**src/rtl/instr_prefetch_queue.sv**
```systemverilog
// Instruction prefetch queue: issues in-order 32-bit reads ahead of decode and
// buffers {pc, instr} pairs in a small FIFO; redirects flush and drop stale responses.
module instr_prefetch_queue #(
  parameter int          DEPTH    = 4,
  parameter logic [63:0] RESET_PC = 64'h2000
) (
  input  logic                   clk,
  input  logic                   reset,
  output logic                   imem_req,
  output logic [63:0]            imem_addr,
  input  logic                   imem_gnt,
  input  logic                   imem_rvalid,
  input  logic [31:0]            imem_rdata,
  output logic                   ir_valid,
  input  logic                   ir_ready,
  output logic [31:0]            ir_instr,
  output logic [63:0]            ir_pc,
  input  logic                   redirect,
  input  logic [63:0]            redirect_pc,
  input  logic                   halt,
  output logic [$clog2(DEPTH):0] occupancy
);

  localparam int PW = $clog2(DEPTH);
  localparam int CW = PW + 1;

  logic [63:0]   fetch_pc_q, fetch_pc_d;
  logic [63:0]   resp_pc_q, resp_pc_d;
  logic [CW-1:0] count_q, count_d;
  logic [CW-1:0] outst_q, outst_d;
  logic [CW-1:0] drop_q, drop_d;
  logic [PW-1:0] head_q, head_d;
  logic [PW-1:0] tail_q, tail_d;

  logic [63:0]   pc_mem_q    [DEPTH];
  logic [31:0]   instr_mem_q [DEPTH];

  logic [CW:0]   in_use;
  logic          has_credit;
  logic          issue;
  logic          pop;
  logic          rsp_tracked;
  logic          discard;
  logic          keep;
  logic          push;
  logic [63:0]   redirect_aligned;

  // Every buffered entry, kept request and doomed request holds one credit.
  assign in_use     = {1'b0, count_q} + {1'b0, outst_q} + {1'b0, drop_q};
  assign has_credit = in_use < (CW+1)'(DEPTH);

  assign imem_req  = reset && !halt && !redirect && has_credit;
  assign imem_addr = fetch_pc_q;
  assign issue     = imem_req && imem_gnt;

  assign ir_valid  = reset && (count_q != '0);
  assign ir_instr  = ir_valid ? instr_mem_q[head_q] : '0;
  assign ir_pc     = ir_valid ? pc_mem_q[head_q] : '0;
  assign occupancy = count_q;
  assign pop       = ir_valid && ir_ready;

  // Responses we never asked for (nothing in flight) are ignored outright.
  assign rsp_tracked = imem_rvalid && ((outst_q != '0) || (drop_q != '0));
  assign discard     = imem_rvalid && (drop_q != '0);
  assign keep        = imem_rvalid && (drop_q == '0) && (outst_q != '0);
  assign push        = keep && !redirect;

  assign redirect_aligned = redirect_pc & ~64'h3;

  always_comb begin
    fetch_pc_d = fetch_pc_q;
    resp_pc_d  = resp_pc_q;
    count_d    = count_q;
    outst_d    = outst_q;
    drop_d     = drop_q;
    head_d     = head_q;
    tail_d     = tail_q;

    if (redirect) begin
      // Everything still in flight becomes stale, minus the one landing now.
      fetch_pc_d = redirect_aligned;
      resp_pc_d  = redirect_aligned;
      count_d    = '0;
      outst_d    = '0;
      head_d     = '0;
      tail_d     = '0;
      drop_d     = drop_q + outst_q - CW'(rsp_tracked);
    end else begin
      if (issue) begin
        fetch_pc_d = fetch_pc_q + 64'd4;
      end
      if (push) begin
        resp_pc_d = resp_pc_q + 64'd4;
        tail_d    = tail_q + PW'(1);
      end
      if (pop) begin
        head_d = head_q + PW'(1);
      end
      outst_d = outst_q + CW'(issue) - CW'(keep);
      drop_d  = drop_q - CW'(discard);
      count_d = count_q + CW'(push) - CW'(pop);
    end
  end

  always_ff @(posedge clk) begin
    if (!reset) begin
      fetch_pc_q <= RESET_PC;
      resp_pc_q  <= RESET_PC;
      count_q    <= '0;
      outst_q    <= '0;
      drop_q     <= '0;
      head_q     <= '0;
      tail_q     <= '0;
    end else begin
      fetch_pc_q <= fetch_pc_d;
      resp_pc_q  <= resp_pc_d;
      count_q    <= count_d;
      outst_q    <= outst_d;
      drop_q     <= drop_d;
      head_q     <= head_d;
      tail_q     <= tail_d;
    end
  end

  // Storage needs no reset: outputs are gated by ir_valid.
  always_ff @(posedge clk) begin
    if (reset && push) begin
      pc_mem_q[tail_q]    <= resp_pc_q;
      instr_mem_q[tail_q] <= imem_rdata;
    end
  end

endmodule

```
**config.mk**
```make
export PLATFORM = sky130hd
export DESIGN_NAME = instr_prefetch_queue
export DESIGN_NICKNAME = d
export VERILOG_FILES = /design/src/rtl/instr_prefetch_queue.sv
export SDC_FILE = /design/constraint.sdc
export NUM_CORES = 1
export LEC_CHECK = 0
export CELL_PAD_IN_SITES_DETAIL_PLACEMENT = 0
export CELL_PAD_IN_SITES_GLOBAL_PLACEMENT = 1
export CORE_MARGIN = 5
export CORE_UTILIZATION = 50
export CTS_CLUSTER_DIAMETER = 150
export DETAILED_ROUTE_END_ITERATION = 8
export PLACE_DENSITY = 0.88
export SETUP_SLACK_MARGIN = 0.15
export SLEW_MARGIN = 20
export SYNTH_ARGS = -nofsm -noshare
export SYNTH_HDL_FRONTEND = slang
export SYNTH_SLANG_ARGS = --single-unit
```
**constraint.sdc**
```tcl
create_clock -name clk -period 9.4 [get_ports clk]
set_input_delay 1.88 -clock clk [delete_from_list [all_inputs] [get_ports clk]]
set_output_delay 1.88 -clock clk [all_outputs]
set_load 0.01 [all_outputs]
```
==> results of run 1 <==
## placed cells by master (no fill, tap or decap), types with 23 or more instances in the layout
cell type          n
edfxtp_1         376
clkdlybuf4s50_1  260
dfxtp_1          137
and2_1           107
a21oi_1           96
mux4_2            94
nand2_1           83
o21ai_0           80
nor2_1            67
clkbuf_16         54
xnor2_1           52
nand3_1           51
nand4_1           47
xor2_1            39
nor3_1            34
inv_1             28
and3_1            24
o22ai_1           23
## metrics by stage
step | cell area [um^2] | util [%] | std cells | power, uW | worst slack [ns]
final | 26900 | 61.3 | 2490 | 4810 | 3.11
after global placement | 25300 | 57.5 | 2394 | 2840 | 3.17
after CTS | 26900 | 61.3 | 2489 | 4840 | 3.11
after detailed placement | 25300 | 57.5 | 2394 | 2850 | 3.14
after global routing | 26900 | 61.3 | 2489 | 4990 | 2.95
after floorplan | 22100 | - | 1614 | 2700 | 4.00
## power by group
part | total (uW) | internal, uW | switching (uW)
clock network | 1990 | 1150 | 846
registers | 2550 | 2480 | 75.1
logic | 258 | 128 | 130
## tightest hold or removal path: stages (launching register included)
cell and delay (ns):
dfxtp_1 0.33, nand2_1 0.06, a21oi_1 0.06
## registers in the layout (all words and copies together) (netlist names), named ones only
| register | count |
|---|---|
| imem_addr | 62 |
| resp_pc_q | 62 |
| pc_mem_q | 248 |
| outst_q | 3 |
| drop_q | 3 |
| occupancy | 3 |
| instr_mem_q | 128 |
| head_q | 2 |
| tail_q | 2 |
## synth_stat cells (all sizes together), types with 12 or more instances
cell type,count
clkbuf,77
mux4,94
nor3,38
ha,16
and2,107
nand4,47
nand3,52
edfxtp,376
xnor2,52
dfxtp,139
xor2,39
a21oi,96
nor2,69
and4,12
a22oi,15
and3,28
a31oi,16
inv,32
nand2,83
o22ai,23
o21ai,80
buf,15
nor4,20
## logic make-up (layout without fill, tap and decap cells)
family                     after synthesis  count (layout)
adders and majority gates               22              22
and+or+nand+nor                        492             492
buffers and inverters                  124             407
xor gates and xnor gates                91              91
AOI/OAI and AO/OA                      269             269
other                                    1               5
DFF                                    515             515
muxes                                   97              97
## routing by layer
| layer | vias up | routed length (um) |
|---|---|---|
| met2 | 634 | 25400 |
| li1 | 6663 | - |
| met3 | 89 | 4620 |
| met4 | 0 | 1380 |
| met1 | 7285 | 24300 |
| met5 | - | 0 |
## worst paths after layout
check | to | slack, ns
worst max-delay path | ir_pc[46] | 3.11
worst min-delay path | tail_q[1] | 0.50
worst max register to register | imem_addr[56] | 4.98
worst min register to register | tail_q[1] | 0.50
## cell type report
type,instances,area (um^2)
diodes,1,2.50
repair buffers,280,2750
well taps,592,741
clock buffers,74,1520
flip-flops and latches,515,14100
inverters,32,121
clock inverters,21,140
multi-input cells,975,7580
fillers,3357,17000
==> results.py, run 1 <==
metrics = {
    "clocking": {
        "cts_sinks": 515,
        "ctsResizeCount": 0,
        "insertion_delay_ns": 0.59,
        "cts_tree": "built",
        "cts_buffer_depth": 3,
        "post_cts_buffers": 0,
        "htree_levels": 2,
        "ctsHoldBuffers": 0,
        "cts-root-buf": "clkbuf_16",
        "cts-buffers-inserted": 52,
        "clk_transition_reported_paths_ns": 0.06,
    },
    "floorplanning": {
        "die_area_mm2": 0.0485,
        "initial_utilization_pct": 50.3,
        "core_area_mm2": 0.0439,
        "num_io_pins": 268,
        "die_h_um": 220,
        "placementRows": 77,
        "chipWidth_um": 220,
    },
    "synthesis": {
        "synth_fa_ha_area_share_pct": 1.45,
        "synth-seq-area-share_pct": 63.7,
        "synth.top_cells.by_area": "edfxtp_1, dfxtp_1, mux4_2",
        "synth-compound-area-share_pct": 7.07,
        "synth_cell_types": 59,
        "yosysWarnings": 0,
        "synth_area_mm2": 0.0221,
        "synthMuxAreaShare_pct": 9.73,
        "synthArstFlopShare_pct": 0,
        "synth-simple-area-share_pct": 12.2,
        "synth_edf_count": 376,
        "syn_inst": 1611,
        "synth_top_family_by_area": "simple AND/OR/NAND/NOR gates",
        "synthXorXnorAreaFrac_pct": 3.61,
        "ys.flop_type": "edfxtp_1",
        "synth.avg_cell_area_um2": 13.7,
        "synth_top_area_share_pct": 51.1,
        "yosys.area.top_type": "edfxtp_1",
        "synth.ff_latch_count": 515,
    },
    "timing": {
        "period_share_pct": 66.9,
        "min_period_ns": 6.29,
        "finClkSkew_ns": 0.0199,
        "grt_setup_unrepaired": "false",
        "setup_violations": 0,
        "worst_pin_slew_ns": 1.05,
        "hold_slack_ns": 0.502,
        "max-slew-margin-rel_pct": 29.7,
        "slew_violations": 0,
        "max_clock_freq_ghz": 0.159,
        "setup_tns_ns": 0,
        "finalHoldViolCount": 0,
    },
    "worst_setup_path": {
        "reg2reg_depth": 13,
        "cp_cell_sequence": "clkdlybuf4s50_1 -> inv_2 -> nor2_4 -> buf_4 -> and2_1 -> clkdlybuf4s50_1",
        "path_class": "input port to primary output",
        "cp_slowest_stage_delay_ns": 0.85,
        "crit_slowest_cell": "clkdlybuf4s50_1",
        "cp.depth": 6,
        "cpMostUsedCell": "clkdlybuf4s50_1",
        "worst_ep_arrival_time_ns": 4.41,
        "startpoint_type": "input port",
        "crit_required_ns": 7.52,
        "startpoint": "reset",
        "cp_top_family": "buffers and inverters",
        "cp_max_fo": 96,
        "end_kind": "primary output",
        "crit_buf_inv": 4,
        "reg2reg_from": "occupancy[1]",
    },
    "global_route": {
        "track_usage_pct": 22.6,
        "grt_start_max_net_pins": 97,
        "grt_pass1_vias": 14567,
        "antenna_found_initial": 2,
        "grt_use_met1_pct": 33.1,
        "met2_usage_pct": 34.5,
        "grtUsageMet3_pct": 4.71,
        "grt-busiest-layer": "met2",
        "grt_pass1_wl_um": 84900,
        "grt-ovfl-total": 0,
    },
    "flow_run": {
        "drv_cap": 0,
    },
    "route": {
        "vias": 14671,
        "vias_per_cell": 5.89,
        "ant_nets": 0,
        "wl_per_cell_um": 22.4,
        "routed_wirelength_um": 55700,
        "drt_first_pass_iters": 5,
        "drcViolationCount": 0,
        "drt-initial-drc-count": 1214,
    },
    "final_layout": {
        "layout-drive-gt1-share_pct": 11.4,
        "fin_nets": 1981,
        "syn2layout_area_growth_pct": 21.9,
    },
    "outcome": {
        "run_status": "finished, final reports clean",
    },
    "placement": {
        "routabilityCongestion": 0.872,
        "place_hpwl_um": 36600,
        "io_buffers": 261,
    },
    "power_and_ir_drop": {
        "peakVddDrop_uv": 116,
        "powerDensity_mw_per_mm2": 178,
        "p_leak_uw": 0.00856,
    },
    "worst_hold_path": {
        "hp-start": "tail_q[1]",
        "min_path_cells": 2,
        "min_path_type": "register to register",
    },
}
(Power assumes the default switching activity.)
==> inputs of run 2 (changes only) <==
- CORE_UTILIZATION: 50 -> 42
- PLACE_DENSITY: 0.88 -> 0.79
- clock period: 9.4 -> 5.19 ns (I/O delays scaled with it)
==> run 2 against run 1 <==
Effect of this change: combinational power grew 83%; final cell count grew 4.2%; critical path depth grew 1; sequential power grew 82%; sequential share of layout area shrank 0.73 points; largest cell class unchanged; highest routed layer unchanged.
==> results.py, run 2 (synthesis gave the netlist of run 1 again) <==
metrics = {
    "final_layout": {
        "syn2layout_area_growth_pct": 23.7,
        "diodes": 0,
        "fill_cells": 4381,
        "final_common_cell": "edfxtp_1",
        "top_regs": "pc_mem_q x248, instr_mem_q x128",
        "final_cell_mix": "edfxtp_1, clkdlybuf4s50_1, dfxtp_1",
        "fin_util_pct": 52.2,
        "layout-drive-gt1-share_pct": 12.1,
        "regMostFlops": "pc_mem_q",
        "largest_reg_flops": 248,
        "fin_nets": 1993,
    },
    "floorplanning": {
        "die_h_um": 239,
        "placementRows": 84,
        "die_area_mm2": 0.0573,
        "core_area_mm2": 0.0523,
        "chipWidth_um": 239,
        "initial_utilization_pct": 42.2,
        "num_io_pins": 268,
    },
    "worst_hold_path": {
        "hp-start": "tail_q[1]",
        "hold_end": "tail_q[1]",
        "min_path_type": "register to register",
        "min_path_cells": 2,
    },
    "clocking": {
        "insertion_delay_ns": 0.59,
        "htree_levels": 2,
        "ctsResizeCount": 0,
        "ctsHoldBuffers": 0,
        "cts_buffer_depth": 3,
        "clk_transition_reported_paths_ns": 0.06,
        "cts-root-buf": "clkbuf_16",
        "cts-buffers-inserted": 52,
        "post_cts_buffers": 0,
        "cts_tree": "built",
        "cts_sinks": 515,
    },
    "route": {
        "drt-initial-drc-count": 1175,
        "wl_per_cell_um": 22.1,
        "drcViolationCount": 0,
        "drt_first_pass_iters": 5,
        "vias_per_cell": 5.62,
        "vias": 14585,
        "routed_wirelength_um": 57400,
        "ant_nets": 0,
    },
    "worst_setup_path": {
        "r2r_setup_slack_ns": 1.39,
        "crit_required_ns": 4.15,
        "startpoint_type": "register",
        "cp_max_fo": 4,
        "end_kind": "primary output",
        "worst_ep_arrival_time_ns": 3.24,
        "path_class": "register to primary output",
        "regToRegEndpoint": "outst_q[2]",
        "reg2reg_from": "occupancy[1]",
        "reg2reg_depth": 14,
    },
    "global_route": {
        "grt_pass1_vias": 14684,
        "antenna_found_initial": 5,
        "grt_start_max_net_pins": 97,
        "track_usage_pct": 19.7,
        "grt-ovfl-total": 0,
        "grt_pass1_wl_um": 87600,
    },
    "timing": {
        "slew_violations": 0,
        "max_clock_freq_ghz": 0.234,
        "grt_setup_unrepaired": "false",
        "setup_violations": 0,
        "min_period_ns": 4.27,
        "period_share_pct": 82.3,
        "max-slew-margin-rel_pct": 34.2,
        "finClkSkew_ns": 0.0217,
        "setup_tns_ns": 0,
        "finalHoldViolCount": 0,
        "worst_pin_slew_ns": 0.985,
    },
    "flow_run": {
        "drv_cap": 0,
    },
    "power_and_ir_drop": {
        "peakVddDrop_uv": 242,
        "powerDensity_mw_per_mm2": 326,
        "p_leak_uw": 0.00867,
    },
    "placement": {
        "place_hpwl_um": 38700,
        "routabilityCongestion": 0.889,
        "io_buffers": 261,
    },
    "outcome": {
        "run_status": "finished, final reports clean",
    },
}
[run 2: per-layer routing]
layer / vias to the layer above / share of wire, % / track usage (%)
li1: 6683 / - / -
met5: - / 0 / 0
met4: 0 / 2.6 / 5.91
met2: 520 / 46 / 30.4
met3: 94 / 6.8 / 3.55
met1: 7288 / 45 / 28.9
[run 2: worst max-delay path by stage]
| stage | startpoint | endpoint | slack (ns) |
|---|---|---|---|
| 2_1_floorplan | imem_rvalid | instr_mem_q[0][0] | 0.63 |
| 3_3_place_gp | reset | ir_pc[34] | 1.37 |
| 3_5_place_dp | reset | ir_pc[34] | 1.35 |
| 4_1_cts | occupancy[1] | imem_req | 0.86 |
| 5_1_grt | occupancy[1] | imem_req | 0.75 |
| 6_report | occupancy[1] | imem_req | 0.92 |
[run 2: final cells by class]
cell class	instances	area, um^2	share of cell area, %
tap	688	861	3.15
clock buffer	65	1390	5.09
sequential	515	14100	51.5
inverter	32	121	0.444
timing repair buffer	292	2940	10.7
clock inverter	28	343	1.26
multi-input combinational	975	7580	27.8
[run 2: critical path, cell delays in order (launching register included)]
cell and delay, ns:
dfxtp_1 0.42, inv_1 0.12, fa_1 0.47, or2_2 0.31, fa_1 0.48, nor2b_1 0.14, and3_1 0.17, clkdlybuf4s50_1 0.55
[run 2: power by group]
part	switching (uW)	internal [uW]	total, uW
clock network	1530	2290	3820
logic	241	232	473
registers	138	4490	4630
total	1910	7010	8910
[run 2: stage by stage]
| stage | hold WS (ns) | total power, uW | worst slack [ns] | area, um^2 | cells |
|---|---|---|---|---|---|
| 6_report | 0.513 | 8910 | 0.916 | 27300 | 2595 |
| 5_1_grt | 0.537 | 9240 | 0.751 | 27300 | 2595 |
| 4_1_cts | 0.508 | 9000 | 0.863 | 27300 | 2595 |
| 3_5_place_dp | 0.499 | 5180 | 1.35 | 25600 | 2502 |
| 3_3_place_gp | 0.483 | 5160 | 1.37 | 25600 | 2502 |
| 2_1_floorplan | 0.469 | 4900 | 0.632 | 22100 | 1614 |
==> inputs of run 3 (changes only) <==
- clock period: 5.19 -> 3.6 ns (I/O delays scaled with it)
==> run 3 against run 2 <==
Effect of this change: utilization rose by 0.33 points; count of clock-buffer cells in the layout stayed put; clock power grew 42%; hold slack worse by 0.00086 ns; clock skew is 0.012 ns higher; sequential power increased by 44%; wire length is 0.48% higher; sequential share of layout area shrank 0.31 points; die area is the same; via count rose by 0.17%; power grew 43%; critical path type unchanged; largest cell class unchanged.
==> results.py, run 3 (synthesis gave the netlist of run 1 again) <==
metrics = {
    "outcome": {
        "run_status": "finished, final reports clean",
    },
    "timing": {
        "slew_violations": 0,
        "setup_violations": 0,
        "finalHoldViolCount": 0,
        "period_share_pct": 93.4,
        "worst_pin_slew_ns": 0.802,
        "hold_slack_ns": 0.512,
        "max_clock_freq_ghz": 0.297,
        "finClkSkew_ns": 0.0339,
        "grt_setup_unrepaired": "true",
        "max-slew-margin-rel_pct": 46.5,
        "min_period_ns": 3.36,
    },
    "final_layout": {
        "fin_util_pct": 52.5,
        "largest_reg_flops": 248,
        "fin_area_mm2": 0.0275,
        "top_regs": "pc_mem_q x248, instr_mem_q x128",
        "fin_nets": 2002,
        "syn2layout_area_growth_pct": 24.5,
        "layout-drive-gt1-share_pct": 13.2,
        "final_common_cell": "edfxtp_1",
        "regMostFlops": "pc_mem_q",
        "final_cell_count_no_fill": 2607,
        "final_cell_mix": "edfxtp_1, clkdlybuf4s50_1, dfxtp_1",
    },
    "floorplanning": {
        "placementRows": 84,
        "initial_utilization_pct": 42.2,
        "num_io_pins": 268,
        "core_area_mm2": 0.0523,
        "die_area_mm2": 0.0573,
        "die_h_um": 239,
        "chipWidth_um": 239,
    },
    "worst_setup_path": {
        "crit_required_ns": 2.88,
        "startpoint_type": "register",
        "reg2reg_from": "outst_q[1]",
        "end_kind": "primary output",
        "worst_ep_arrival_time_ns": 2.64,
        "path_class": "register to primary output",
        "cp_max_fo": 36,
    },
    "clocking": {
        "cts-root-buf": "clkbuf_16",
        "htree_levels": 2,
        "cts_buffer_depth": 3,
        "cts-buffers-inserted": 53,
        "ctsHoldBuffers": 0,
        "clk_transition_reported_paths_ns": 0.06,
        "cts_sinks": 515,
        "insertion_delay_ns": 0.60,
        "cts_tree": "built",
    },
    "route": {
        "drt-initial-drc-count": 1091,
        "vias_per_cell": 5.60,
        "vias": 14610,
        "drcViolationCount": 0,
        "drt_first_pass_iters": 5,
        "routed_wirelength_um": 57700,
        "wl_per_cell_um": 22.1,
        "ant_nets": 0,
    },
    "placement": {
        "io_buffers": 261,
        "place_hpwl_um": 38500,
        "dp.cells": 2509,
        "routabilityCongestion": 0.852,
        "place_area_mm2": 0.0257,
    },
    "global_route": {
        "grt_start_max_net_pins": 99,
        "grt_pass1_wl_um": 87900,
        "grt-ovfl-total": 0,
        "antenna_found_initial": 1,
        "track_usage_pct": 19.7,
        "grt_pass1_vias": 14660,
    },
    "power_and_ir_drop": {
        "totalPowerFinal_uw": 12800,
        "peakVddDrop_uv": 317,
        "powerDensity_mw_per_mm2": 465,
        "p_leak_uw": 0.00874,
    },
    "worst_hold_path": {
        "hp-start": "tail_q[1]",
        "min_path_type": "register to register",
    },
    "flow_run": {
        "drv_cap": 0,
    },
}
-- run 3: worst paths after layout --
path                                    to  slack (ns)  depth (start not counted)
worst min-delay path             tail_q[1]        0.51                          2
worst min register to register   tail_q[1]        0.51                          2
worst max register to register  outst_q[2]        0.32                         14
worst max-delay path             ir_pc[38]        0.24                          4
-- run 3: layout make-up --
class	instances	area, um^2
Fill cell	4356	24800
Antenna cell	1	2.50
Inverter	32	124
Clock inverter	31	305
Multi-Input combinational cell	975	7600
Sequential cell	515	14100
Timing Repair Buffer	300	3090
Clock buffer	65	1420
Tap cell	688	861
-- run 3: critical path, stage by stage, from the launching register on --
cell and delay, ns:
dfxtp_4 0.43, buf_12 0.28, mux4_2 0.58, and2_1 0.19
clkdlybuf4s50_1 0.50
-- run 3: stage by stage --
step                TNS, ns  worst slack, ns
finish                    0            0.238
global route              0            0.110
CTS                       0            0.154
detailed placement        0            0.180
global placement          0            0.221
floorplan            -0.124           -0.124
-- run 3: per-layer routing --
layer / share of wire (%) / track usage (%)
met5: 0 / 0
met4: 2.2 / 4.53
met3: 7.8 / 4.00
met2: 46 / 30.9
met1: 44 / 28.7
-- run 3: repair_timing --
action                     in CTS  in global routing
pin swaps                       0                  1
setup endpoints to repair       2                 24
gates resized for setup         6                  6
buffers inserted                1                  0
-- run 3: where the power goes --
group / switching, uW / internal [uW] / leakage, uW
Sequential: 199 / 6470 / 0.00457
Clock: 2260 / 3170 / 0.000844
Combinational: 353 / 343 / 0.00333
Total: 2810 / 9980 / 0.00874
